`config.mk`:
```
export PLATFORM = sky130hd
export DESIGN_NAME = mem_port_arbiter
export DESIGN_NICKNAME = d
export VERILOG_FILES = /design/src/rtl/mips_mem_pkg.sv /design/src/rtl/rr_arbiter2.sv /design/src/rtl/mem_port_arbiter.sv
export SDC_FILE = /design/constraint.sdc
export NUM_CORES = 1
export LEC_CHECK = 0
export CAP_MARGIN = 20
export CORE_AREA = 3 3 115 117
export CTS_CLUSTER_DIAMETER = 200
export DETAILED_ROUTE_END_ITERATION = 10
export DIE_AREA = 0 0 118 120
export DONT_BUFFER_PORTS = 1
export SYNTH_ARGS = -nofsm -noshare
export SYNTH_HDL_FRONTEND = slang
export SYNTH_HIERARCHICAL = 1
export SYNTH_SLANG_ARGS = --single-unit
```
`constraint.sdc`:
```
create_clock -name clock -period 4.1 [get_ports clock]
set_input_delay 0.41 -clock clock [delete_from_list [all_inputs] [get_ports clock]]
set_output_delay 0.41 -clock clock [all_outputs]
set_load 0.05 [all_outputs]
```
`src/rtl/mips_mem_pkg.sv`:
```
// rtl/mips_mem_pkg.sv - shared types and constants for the data-memory port arbiter
//
// Purpose: state encoding, owner identifiers and counter width used by
//          mem_port_arbiter and rr_arbiter2.
// Ports:   none (package).
package mips_mem_pkg;

  typedef enum logic [1:0] {
    ARB_IDLE,
    ARB_ACCESS,
    ARB_WAIT,
    ARB_DONE
  } arb_state_e;

  localparam logic OWN_CPU = 1'b0;
  localparam logic OWN_DBG = 1'b1;

  // Wide enough for MEM_LAT-1 with MEM_LAT up to 7.
  localparam int CNT_W = 3;

endpackage

```
`src/rtl/rr_arbiter2.sv`:
```
// rtl/rr_arbiter2.sv - two-way grant logic for the CPU and debug memory requesters
//
// Purpose: picks the owner of the next memory access. Round-robin on a tie by
//          default; with MEM_ARB_FIXED_PRIO_EN defined the CPU always wins a tie
//          and no history is kept.
// Ports:
//   clock        in   system clock, rising edge
//   reset        in   synchronous, active-high reset
//   cpu_req_i    in   CPU request
//   dbg_req_i    in   debug-port request
//   grant_en_i   in   arbiter is allowed to grant this cycle (parent is idle)
//   gnt_valid_o  out  at least one requester is asking
//   gnt_owner_o  out  winning owner (OWN_CPU / OWN_DBG)
module rr_arbiter2
  import mips_mem_pkg::*;
(
  input  logic clock,
  input  logic reset,
  input  logic cpu_req_i,
  input  logic dbg_req_i,
  input  logic grant_en_i,
  output logic gnt_valid_o,
  output logic gnt_owner_o
);

`ifdef MEM_ARB_FIXED_PRIO_EN
  // No grant history is needed when the CPU always wins.
  logic unused_fixed_prio;
  assign unused_fixed_prio = clock ^ reset ^ grant_en_i;

  always_comb begin
    gnt_valid_o = cpu_req_i | dbg_req_i;
    gnt_owner_o = cpu_req_i ? OWN_CPU : OWN_DBG;
  end
`else
  logic last_q, last_d;

  always_comb begin
    gnt_valid_o = cpu_req_i | dbg_req_i;
    last_d      = last_q;
    // On a tie the port that did not win last time gets the grant.
    if (cpu_req_i && dbg_req_i) begin
      gnt_owner_o = ~last_q;
    end else begin
      gnt_owner_o = cpu_req_i ? OWN_CPU : OWN_DBG;
    end
    if (grant_en_i && gnt_valid_o) begin
      last_d = gnt_owner_o;
    end
  end

  // Reset to DBG so the CPU takes the first tie.
  always_ff @(posedge clock) begin
    if (reset) begin
      last_q <= OWN_DBG;
    end else begin
      last_q <= last_d;
    end
  end
`endif

endmodule

```
`src/rtl/mem_port_arbiter.sv`:
```
// rtl/mem_port_arbiter.sv - shares the single-port data memory between CPU and debug requesters
//
// Purpose: registers the winning command, strobes the memory for one cycle,
//          waits MEM_LAT cycles, captures read data and pulses the owner's ready.
//          Optional build macro: MEM_ARB_FIXED_PRIO_EN (CPU always wins ties).
//          MEM_LAT must be in 1..7.
// Ports:
//   clock, reset                         clock and synchronous active-high reset
//   cpu_req/we/addr/wdata  in            CPU command, held until cpu_ready
//   cpu_rdata, cpu_ready   out           CPU read data (held) and completion pulse
//   cpu_stall              out           cpu_req & ~cpu_ready
//   dbg_*                                same set for the debug/loader port
//   mem_addr/wdata/we/re   out           registered memory command and strobes
//   mem_rdata              in            memory data, valid MEM_LAT cycles after mem_re
module mem_port_arbiter
  import mips_mem_pkg::*;
#(
  parameter int ADDR_W  = 32,
  parameter int DATA_W  = 32,
  parameter int MEM_LAT = 1
) (
  input  logic              clock,
  input  logic              reset,
  input  logic              cpu_req,
  input  logic              cpu_we,
  input  logic [ADDR_W-1:0] cpu_addr,
  input  logic [DATA_W-1:0] cpu_wdata,
  output logic [DATA_W-1:0] cpu_rdata,
  output logic              cpu_ready,
  output logic              cpu_stall,
  input  logic              dbg_req,
  input  logic              dbg_we,
  input  logic [ADDR_W-1:0] dbg_addr,
  input  logic [DATA_W-1:0] dbg_wdata,
  output logic [DATA_W-1:0] dbg_rdata,
  output logic              dbg_ready,
  output logic              dbg_stall,
  output logic [ADDR_W-1:0] mem_addr,
  output logic [DATA_W-1:0] mem_wdata,
  output logic              mem_we,
  output logic              mem_re,
  input  logic [DATA_W-1:0] mem_rdata
);

  arb_state_e        state_q, state_d;
  logic              owner_q, owner_d;
  logic              owner_we_q, owner_we_d;
  logic [ADDR_W-1:0] addr_q, addr_d;
  logic [DATA_W-1:0] wdata_q, wdata_d;
  logic [DATA_W-1:0] cpu_rdata_q, cpu_rdata_d;
  logic [DATA_W-1:0] dbg_rdata_q, dbg_rdata_d;
  logic              mem_we_q, mem_we_d;
  logic              mem_re_q, mem_re_d;
  logic [CNT_W-1:0]  cnt_q, cnt_d;
  logic              grant_en, gnt_valid, gnt_owner;

  assign grant_en = (state_q == ARB_IDLE);

  rr_arbiter2 u_arb (
    .clock       (clock),
    .reset       (reset),
    .cpu_req_i   (cpu_req),
    .dbg_req_i   (dbg_req),
    .grant_en_i  (grant_en),
    .gnt_valid_o (gnt_valid),
    .gnt_owner_o (gnt_owner)
  );

  always_comb begin
    state_d     = state_q;
    owner_d     = owner_q;
    owner_we_d  = owner_we_q;
    addr_d      = addr_q;
    wdata_d     = wdata_q;
    cpu_rdata_d = cpu_rdata_q;
    dbg_rdata_d = dbg_rdata_q;
    cnt_d       = cnt_q;
    // Strobes are registered: set on the grant edge so they are high
    // exactly during the ACCESS cycle, and cleared on every other edge.
    mem_we_d    = 1'b0;
    mem_re_d    = 1'b0;

    unique case (state_q)
      ARB_IDLE: begin
        if (gnt_valid) begin
          owner_d = gnt_owner;
          if (gnt_owner == OWN_CPU) begin
            owner_we_d = cpu_we;
            addr_d     = cpu_addr;
            wdata_d    = cpu_wdata;
          end else begin
            owner_we_d = dbg_we;
            addr_d     = dbg_addr;
            wdata_d    = dbg_wdata;
          end
          mem_we_d = owner_we_d;
          mem_re_d = ~owner_we_d;
          state_d  = ARB_ACCESS;
        end
      end
      ARB_ACCESS: begin
        cnt_d   = CNT_W'(MEM_LAT - 1);
        state_d = ARB_WAIT;
      end
      ARB_WAIT: begin
        if (cnt_q == '0) begin
          // Writes complete with the same timing but leave rdata untouched.
          if (!owner_we_q) begin
            if (owner_q == OWN_CPU) begin
              cpu_rdata_d = mem_rdata;
            end else begin
              dbg_rdata_d = mem_rdata;
            end
          end
          state_d = ARB_DONE;
        end else begin
          cnt_d = cnt_q - 1'b1;
        end
      end
      ARB_DONE: begin
        state_d = ARB_IDLE;
      end
      default: begin
        state_d = ARB_IDLE;
      end
    endcase
  end

  always_ff @(posedge clock) begin
    if (reset) begin
      state_q     <= ARB_IDLE;
      owner_q     <= OWN_CPU;
      owner_we_q  <= 1'b0;
      addr_q      <= '0;
      wdata_q     <= '0;
      cpu_rdata_q <= '0;
      dbg_rdata_q <= '0;
      mem_we_q    <= 1'b0;
      mem_re_q    <= 1'b0;
      cnt_q       <= '0;
    end else begin
      state_q     <= state_d;
      owner_q     <= owner_d;
      owner_we_q  <= owner_we_d;
      addr_q      <= addr_d;
      wdata_q     <= wdata_d;
      cpu_rdata_q <= cpu_rdata_d;
      dbg_rdata_q <= dbg_rdata_d;
      mem_we_q    <= mem_we_d;
      mem_re_q    <= mem_re_d;
      cnt_q       <= cnt_d;
    end
  end

  assign mem_addr  = addr_q;
  assign mem_wdata = wdata_q;
  assign mem_we    = mem_we_q;
  assign mem_re    = mem_re_q;
  assign cpu_rdata = cpu_rdata_q;
  assign dbg_rdata = dbg_rdata_q;
  assign cpu_ready = (state_q == ARB_DONE) && (owner_q == OWN_CPU);
  assign dbg_ready = (state_q == ARB_DONE) && (owner_q == OWN_DBG);
  assign cpu_stall = cpu_req & ~cpu_ready;
  assign dbg_stall = dbg_req & ~dbg_ready;

endmodule

```
### After elaboration in Yosys (flattened, before gate mapping)

Index checks and enable logic that the tools add are counted.

| word-level totals | value |
|---|---|
| ROM bits | 0 |
| output and inout bits | 134 |
| bits in registers | 138 |
| input bits | 166 |
| bits in latches | 0 |
| memories kept | 0 |
| logic and storage cells | 54 |
| memory bits (writable) | 0 |

| operators by class | value |
|---|---|
| muxes and demuxes | 12 |
| shift operators | 0 |
| divide/modulo/power cells | 0 |
| order comparisons | 0 |
| eq/ne operators | 6 |
| reductions and logical operators | 13 |
| $add $sub $neg | 1 |
| bitwise logic cells | 11 |
| $mul | 0 |

Operators by type and width:

| operator | count |
|---|---|
| $mux 32 | 2 |
| $not 1->1 | 8 |
| $pmux 2 s4 | 1 |
| $reduce_and 4->1 | 2 |
| $ne 2x2->1 const B | 3 |
| $pmux 3 s2 | 1 |
| $reduce_and 2->1 | 3 |
| $mux 1 | 5 |
| $eq 2x2->1 const B | 2 |
| $logic_and 1x1->1 | 4 |
| $mux 2 | 2 |
| $logic_not 3->1 | 1 |
| $mux 3 | 1 |
| $reduce_or 3->1 | 1 |
| $sub 3x1->3 const B | 1 |
| $and 1x1->1 | 2 |
| $eq 2x1->1 const B | 1 |
| $logic_not 2->1 | 1 |
| $reduce_bool 2->1 | 1 |
| $or 1x1->1 | 1 |

### Logic depth before layout (Yosys ltp)

Gate-level depths: netlist of run 1.

| depth | value |
|---|---|
| depth after elaboration | 6 |
| gate-level depth with buffers | 8 |
| depth with buffers taken out | 6 |

### Modules after synthesis

The synthesis of run 1 kept the hierarchy.

Modules (own cells, without submodules):

| module | cells an instance | seq. area each (µm²) | instances | area an instance (µm²) |
|---|---|---|---|---|
| mem_port_arbiter | 629 | 2742.6 | 1 | 5739.3 |
| rr_arbiter2 | 7 | 20.0 | 1 | 57.6 |

### Least setup slack after synthesis of run 1

No wires, ideal clock.

| timing | value |
|---|---|
| path type | flip-flop to output port |
| start point | reg state_q[1] |
| end point | out cpu_stall |
| path buffers | 0 |
| path slack | 1.965 ns |
| data arrival time | 1.725 ns |
| stages on the path, launching flop included | 4 |
| required time | 3.690 ns |
| cells stage by stage | dfxtp_1 -> ha_1 -> nor2b_1 -> nor2b_1 |

| on the way | value |
|---|---|
| longest elaborated chain between the ends | 4 |

Ends and longest elaborated chain:

| element | RTL line | RTL |
|---|---|---|
| start: declaration | mem_port_arbiter.sv:45 | `arb_state_e state_q, state_d;` |
| start signal: assignment | mem_port_arbiter.sv:142 | `state_q <= state_d;` |
| $eq 2x2->1 | mem_port_arbiter.sv:161 | `assign cpu_ready = (state_q == ARB_DONE) && (owner_q == OWN_CPU);` |
| $logic_and 1x1->1 | mem_port_arbiter.sv:161 |  |
| named net cpu_ready | mem_port_arbiter.sv:29 | `output logic cpu_ready,` |
| $not 1->1 | mem_port_arbiter.sv:163 | `assign cpu_stall = cpu_req & ~cpu_ready;` |
| $and 1x1->1 | mem_port_arbiter.sv:163 |  |
| end: declaration | mem_port_arbiter.sv:30 | `output logic cpu_stall,` |

The timed path passes the listed nets, and every way through them passes these cells.

### Worst setup path after layout of run 1

| timing | value |
|---|---|
| start point | reg state_q[0] |
| end point | out dbg_stall |

| on the way | value |
|---|---|
| longest elaborated chain between the ends | 4 |

Ends and longest elaborated chain:

| element | RTL line | RTL |
|---|---|---|
| $eq 2x2->1 | mem_port_arbiter.sv:162 | `assign dbg_ready = (state_q == ARB_DONE) && (owner_q == OWN_DBG);` |
| $logic_and 1x1->1 | mem_port_arbiter.sv:162 |  |
| named net dbg_ready | mem_port_arbiter.sv:36 | `output logic dbg_ready,` |
| $not 1->1 | mem_port_arbiter.sv:164 | `assign dbg_stall = dbg_req & ~dbg_ready;` |
| $and 1x1->1 | mem_port_arbiter.sv:164 |  |
| end: declaration | mem_port_arbiter.sv:37 | `output logic dbg_stall,` |

The timed path passes the listed nets, and every way through them passes these cells.

==> results.sh, run 1 <==
export IMPL_tightest_slew_ns=1.075
export IMPL_power_w=0.005389
export IMPL_hpwl_mm=10.37
export IMPL_maxSlewViolCount=0
export IMPL_synth_nets=810
export IMPL_finalSetupTns_ns=0
export IMPL_viasPerCell=5.531
export IMPL_power_frac_seq_pct=53.0
export IMPL_place_gp_congestion=0.7772
export IMPL_wire_per_inst_um=18.41
export IMPL_clock_latency_ns=0.41
export IMPL_synth_area_sq_um=5797
export IMPL_crit_type="reg2out"
export IMPL_combPwrFrac_pct=19.5
export IMPL_grt_use_met3_pct=8.058
export IMPL_async_flop_share_pct=0
export IMPL_rsz0062_at_grt="no"
export IMPL_min_to="mem_addr[27]$_SDFFE_PP0P_"
export IMPL_crit_family="simple AND/OR/NAND/NOR gates"
export IMPL_post_route_period_util_pct=62.46
export IMPL_track_usage_pct=20.23
export IMPL_status="finished clean"
export IMPL_cts_num_sinks=138
export IMPL_synthCells=636
export IMPL_power_density_nw_per_um2=848.3
export IMPL_area_delta_synth_final_pct=9.583
export IMPL_slowest_delay_ns=0.83
export IMPL_p_leak_nw=2.402
export IMPL_setup_ws_ns=1.539
export IMPL_hold_viol=0
export IMPL_antenna_found_initial=0
export IMPL_die_area_sq_um=14160
export IMPL_clk_pin_slew_worst_paths_ns=0.06
export IMPL_startpoint="state_q[0]$_SDFFE_PP0P_"
export IMPL_syn_avg_cell_area_sq_um=9.114
export IMPL_setup_viol=0
export IMPL_ys_seq_area_share_pct=47.66
export IMPL_path_max_fanout=4
export IMPL_firstDrtPassIters=5
export IMPL_fin_util_pct=50.96
export IMPL_grt_max_degree=119
export IMPL_finalClockSkew_ns=0.007945
export IMPL_top_usage_layer="met2"
export IMPL_pre_cts_ws_ns=1.930
export IMPL_synth_ff_type="dfxtp_1"
export IMPL_die_w_um=118
export IMPL_antenna_left=0
export IMPL_synth_cell_types=31
export IMPL_ys_ff_latch=138
export IMPL_cts_inserted_buffers=17
export IMPL_cp_start_kind="flop"
export IMPL_path_cells="ha_1, and2_1, nor2b_1"
export IMPL_slowest_stage="nor2b_1"
export IMPL_drt_wl_total_mm=14.60
export IMPL_grt_pass1_vias=4231
export IMPL_worstPathRequired_ns=3.69
export IMPL_worst_setup_path_end_kind="output port"
export IMPL_coreArea_sq_um=12470
export IMPL_io_buffers=0
export IMPL_synth_warnings=6
export IMPL_top_level_ports=300
export IMPL_p_int_w=0.002968
export IMPL_fmax_ghz=0.3905
export IMPL_maxCapViolCount=0
export IMPL_synth_enable_flop_cells=0
export IMPL_r2r_start="cnt_q[0]$_SDFFE_PP0P_"
export IMPL_reg2reg_depth=7
export IMPL_drcViolationCount=0
export IMPL_holdCritStartpoint="reset"
export IMPL_cts_tree="done"
export IMPL_nets=784
export IMPL_postCtsSetupBuffers=0
export IMPL_cts_root_buf="clkbuf_16"
export IMPL_htreeDepth=4
export IMPL_met2_usage_pct=34.75
export IMPL_timing_hold_ws_ns=0.07166
export IMPL_start_util_pct=46.50
export IMPL_n_antenna_cell=0
export IMPL_vias=4386
export IMPL_cp_data_arrival_time_ns=2.15
export IMPL_met1_usage_pct=22.43
export IMPL_overflow=0
export IMPL_drt_initial_drc_count=258
export IMPL_min_path_type="in2reg"
export IMPL_drive_gt1_share_pct=11.92
export IMPL_grt_first_pass_wirelength_mm=22.78
export IMPL_whs_path_depth=1
export IMPL_rrSetupSlack_ns=1.89
export IMPL_r2r_end="cpu_rdata[31]$_SDFFE_PP0P_"
export IMPL_cp_num_buf_inv=0
export IMPL_cts_max_path_buffers=2
export IMPL_cts_resized=0
export IMPL_cts_hold_buf=0
export IMPL_swShare_pct=44.93
export IMPL_max_slew_margin_pct=28.30
export IMPL_p_sw_w=0.002421
export IMPL_die_h_um=120
export IMPL_layout_min_cycle_time_ns=2.561
export IMPL_vdd_drop_max_mv=0.5253
export IMPL_pwr_share_clk_pct=27.5
export IMPL_placementRows=41
-- synth_stat cells (all sizes together) (2+ instances only) --
cell type    n  area share, %
a211oi      46            8.7
a21oi       88            7.6
and2         2           0.22
and3         2           0.22
buf         37            4.5
clkbuf      15           0.97
dfxtp      138             48
ha           8            1.7
inv          8           0.52
mux2i       65             11
nand2      133            8.6
nand2b       2           0.22
nand3        3           0.26
nor2        48            3.1
nor2b        8           0.86
nor3         2           0.17
o21ai       21            1.8
-- area by class of cell --
type / instances / area [sq um]
Multi-Input combinational cell: 438 / 2703
Clock buffer: 19 / 452.9
Tap cell: 172 / 215.2
Inverter: 8 / 30.03
Clock inverter: 11 / 123.9
Timing Repair Buffer: 7 / 65.06
Fill cell: 1153 / 6113
Sequential cell: 138 / 2763
-- sequential cells by signal, indices dropped and copies added, names as in the netlist --
name and count:
mem_re 1, owner_q 1, u_arb/last_q 1, mem_we 1
state_q 2, owner_we_q 1, cpu_rdata 32, mem_addr 32
dbg_rdata 32, cnt_q 3, mem_wdata 32
-- routing by layer --
metal | wire length [um] | share of wire (%)
met5 | 0 | 0
met4 | 303 | 2.1
met2 | 7344 | 50
met3 | 1325 | 9.1
met1 | 5628 | 39
-- worst reg2reg max path: cells and delay by family (launching register included) --
kind,cells,cell delay (ns)
buf+inv,2,0.39
compound gates,1,0.14
flops,1,0.31
simple gates,2,0.88
fa+ha+maj,2,0.42
-- power by group through the flow --
stage          Combinational [W]  Clock [W]  Sequential, W
4_1_cts                  0.00106    0.00151        0.00286
3_3_place_gp             0.00101          0        0.00288
3_5_place_dp             0.00106          0        0.00289
6_report                 0.00105    0.00148        0.00285
5_1_grt                  0.00119    0.00158        0.00289
2_1_floorplan           0.000990          0        0.00279
-- worst max-delay path by stage --
| stage | cells past startpoint | to | slack, ns |
|---|---|---|---|
| finish | 3 | dbg_stall | 1.54 |
| global route | 3 | dbg_stall | 1.46 |
| CTS | 3 | dbg_stall | 1.50 |
| detailed placement | 7 | cpu_rdata[7]$_SDFFE_PP0P_ | 1.93 |
| global placement | 3 | dbg_stall | 1.98 |
| floorplan | 3 | cpu_stall | 1.96 |
-- cells by family (layout without fill, tap and decap cells) --
| family | after synthesis | count (layout) | share of synthesized area [%] |
|---|---|---|---|
| and+or+nand+nor | 206 | 206 | 14.61 |
| AOI/OAI and AO/OA | 158 | 158 | 18.63 |
| DFF | 138 | 138 | 47.66 |
| muxes | 66 | 66 | 11.42 |
| buffers and inverters | 60 | 45 | 5.957 |
| adders and majority gates | 8 | 8 | 1.727 |
-- through the flow --
step                std cells  instance area (sq um)
global placement          763                   5776
global route              793                   6352
finish                    793                   6352
detailed placement        763                   5776
floorplan                 636                   5797
CTS                       793                   6352
-- layout by cell type, fill, tap and decap left out, types with 3 or more instances in the layout --
cell,instances
o21ai_0,20
a211oi_2,32
a21oi_1,88
clkbuf_16,17
nand3_1,3
inv_1,8
buf_4,6
nor2b_1,8
dfxtp_1,138
ha_1,8
mux2i_1,65
a211oi_1,14
nor2_1,48
clkinvlp_4,6
nand2_1,133
(Power assumes the default switching activity.)
==> run 2: changes to the inputs <==
==> constraint.sdc (replaced) <==
create_clock -name clock -period 2.2 [get_ports clock]
set_input_delay 0.22 -clock clock [delete_from_list [all_inputs] [get_ports clock]]
set_output_delay 0.22 -clock clock [all_outputs]
set_load 0.05 [all_outputs]
==> results.sh, run 2 (synthesis gave the netlist of run 1 again) <==
export IMPL_status="finished clean"
export IMPL_cts_root_buf="clkbuf_16"
export IMPL_startpoint="state_q[0]$_SDFFE_PP0P_"
export IMPL_multiInputGateArea_sq_um=2729
export IMPL_placementRows=41
export IMPL_antenna_found_initial=0
export IMPL_clk_pin_slew_worst_paths_ns=0.06
export IMPL_die_w_um=118
export IMPL_cts_max_path_buffers=2
export IMPL_final_cell_mix="138 x dfxtp_1, 133 x nand2_1, 88 x a21oi_1"
export IMPL_maxCapViolCount=0
export IMPL_finalSetupTns_ns=0
export IMPL_vdd_drop_max_mv=0.8681
export IMPL_die_h_um=120
export IMPL_min_path_type="in2reg"
export IMPL_track_usage_pct=21.84
export IMPL_maxSlewViolCount=0
export IMPL_firstDrtPassIters=6
export IMPL_hold_viol=0
export IMPL_n_fill_cell=1086
export IMPL_antenna_left=0
export IMPL_drive_gt1_share_pct=13.73
export IMPL_worst_setup_path_end_kind="flop"
export IMPL_setup_ws_ns=0.1015
export IMPL_max_slew_margin_pct=58.90
export IMPL_tightest_slew_ns=0.6158
export IMPL_layout_commonest_cell="dfxtp_1"
export IMPL_setup_viol=0
export IMPL_post_route_period_util_pct=95.39
export IMPL_cts_inserted_buffers=17
export IMPL_htreeDepth=4
export IMPL_cp_num_buf_inv=3
export IMPL_cts_tree="done"
export IMPL_cp_start_kind="flop"
export IMPL_area_delta_synth_final_pct=26.40
export IMPL_crit_type="reg2reg"
export IMPL_clock_latency_ns=0.42
export IMPL_place_gp_congestion=0.7845
export IMPL_layout_min_cycle_time_ns=2.099
export IMPL_viasPerCell=5.412
export IMPL_wire_per_inst_um=18.52
export IMPL_grt_first_pass_wirelength_mm=24.67
export IMPL_r2r_start="state_q[0]$_SDFFE_PP0P_"
export IMPL_start_util_pct=46.50
export IMPL_drcViolationCount=0
export IMPL_finalClockSkew_ns=0.01265
export IMPL_drt_wl_total_mm=16.41
export IMPL_overflow=0
export IMPL_fmax_ghz=0.4765
export IMPL_crit_family="buffers and inverters"
export IMPL_worstPathRequired_ns=2.55
export IMPL_path_cells="inv_1, ha_2, and2_4, buf_4, nor2_1, a211oi_2, dlygate4sd3_1"
export IMPL_hpwl_mm=10.32
export IMPL_power_density_nw_per_um2=1440
export IMPL_holdCritStartpoint="dbg_wdata[1]"
export IMPL_n_antenna_cell=0
export IMPL_rsz0062_at_grt="no"
export IMPL_grt_max_degree=93
export IMPL_io_buffers=0
export IMPL_drt_initial_drc_count=308
export IMPL_power_w=0.01055
export IMPL_slowest_stage="dlygate4sd3_1"
export IMPL_p_leak_nw=2.879
export IMPL_die_area_sq_um=14160
export IMPL_nets=875
export IMPL_vias=4795
export IMPL_pre_cts_ws_ns=0.4738
export IMPL_grt_pass1_vias=4840
export IMPL_top_level_ports=300
export IMPL_regArea_sq_um=2763
export IMPL_cp_data_arrival_time_ns=2.45
export IMPL_slowest_delay_ns=0.58
export IMPL_coreArea_sq_um=12470
export IMPL_path_max_fanout=12
export IMPL_cts_num_sinks=138
## run 2: cell types whose count changed in the layout (fill, tap and decap cells not counted), moves of 3 or more
| cell | delta |
|---|---|
| dlygate4sd3_1 | +73 |
| buf_4 | +9 |
| buf_12 | +3 |
| clkinv_4 | +3 |
| clkinvlp_4 | -3 |
| ha_1 | -3 |
## run 2: final cells by class
| class | instances | share of cell area, % |
|---|---|---|
| clock buffers | 19 | 6.045 |
| clock inverters | 13 | 1.639 |
| inverters | 8 | 0.4098 |
| multi-input cells | 439 | 37.24 |
| flip-flops and latches | 138 | 37.70 |
| well taps | 172 | 2.937 |
| repair buffers | 97 | 14.02 |
## run 2: worst register-to-register path, delay by kind of cell, from the launching register on
family | cells | cell delay, ns
AO/OA/AOI/OAI | 1 | 0.22
buffers and inverters | 3 | 0.95
flip-flops | 1 | 0.34
adder cells (fa/ha/maj) | 1 | 0.25
AND/OR/NAND/NOR | 2 | 0.28
## run 2: through the flow
stage                     cell area [sq um]  hold WS (ns)  instances  util [%]
after CTS                              7177      0.001388        878     57.57
after global routing                   7327       0.01756        886     58.78
after detailed placement               5856        0.2967        772     46.97
after global placement                 5856        0.2946        772     46.97
after floorplan                        5797        0.3303        636         -
final                                  7327       0.02599        886     58.78
## run 2: repair_timing
action	CTS	global route
gates resized for setup	0	19
endpoints found under the setup margin	0	24
buffers inserted	0	5
endpoints found under the hold margin	126	0
hold buffers	74	0
## run 2: per-layer routing
| layer | wire [um] | track usage (%) | vias to the layer above |
|---|---|---|---|
| li1 | - | - | 2315 |
| met3 | 1270 | 7.776 | 27 |
| met5 | 0 | 0 | - |
| met4 | 339 | 9.963 | 0 |
| met2 | 8414 | 37.98 | 220 |
| met1 | 6387 | 23.93 | 2233 |
## run 2: final timing paths
| path | to | slack, ns | cells after the start |
|---|---|---|---|
| setup / recovery | mem_addr[18]$_SDFFE_PP0P_ | 0.10 | 7 |
| hold / removal | mem_wdata[1]$_SDFFE_PP0P_ | 0.03 | 2 |
| setup reg to reg | mem_addr[18]$_SDFFE_PP0P_ | 0.10 | 7 |
| hold reg to reg | cnt_q[2]$_SDFFE_PP0P_ | 0.47 | 2 |
## run 2: report_power, final
| group | total (W) | internal, W | switching (W) |
|---|---|---|---|
| sequential | 0.00531 | 0.00307 | 0.00224 |
| clock | 0.00267 | 0.00159 | 0.00108 |
| combinational | 0.00257 | 0.00116 | 0.00140 |
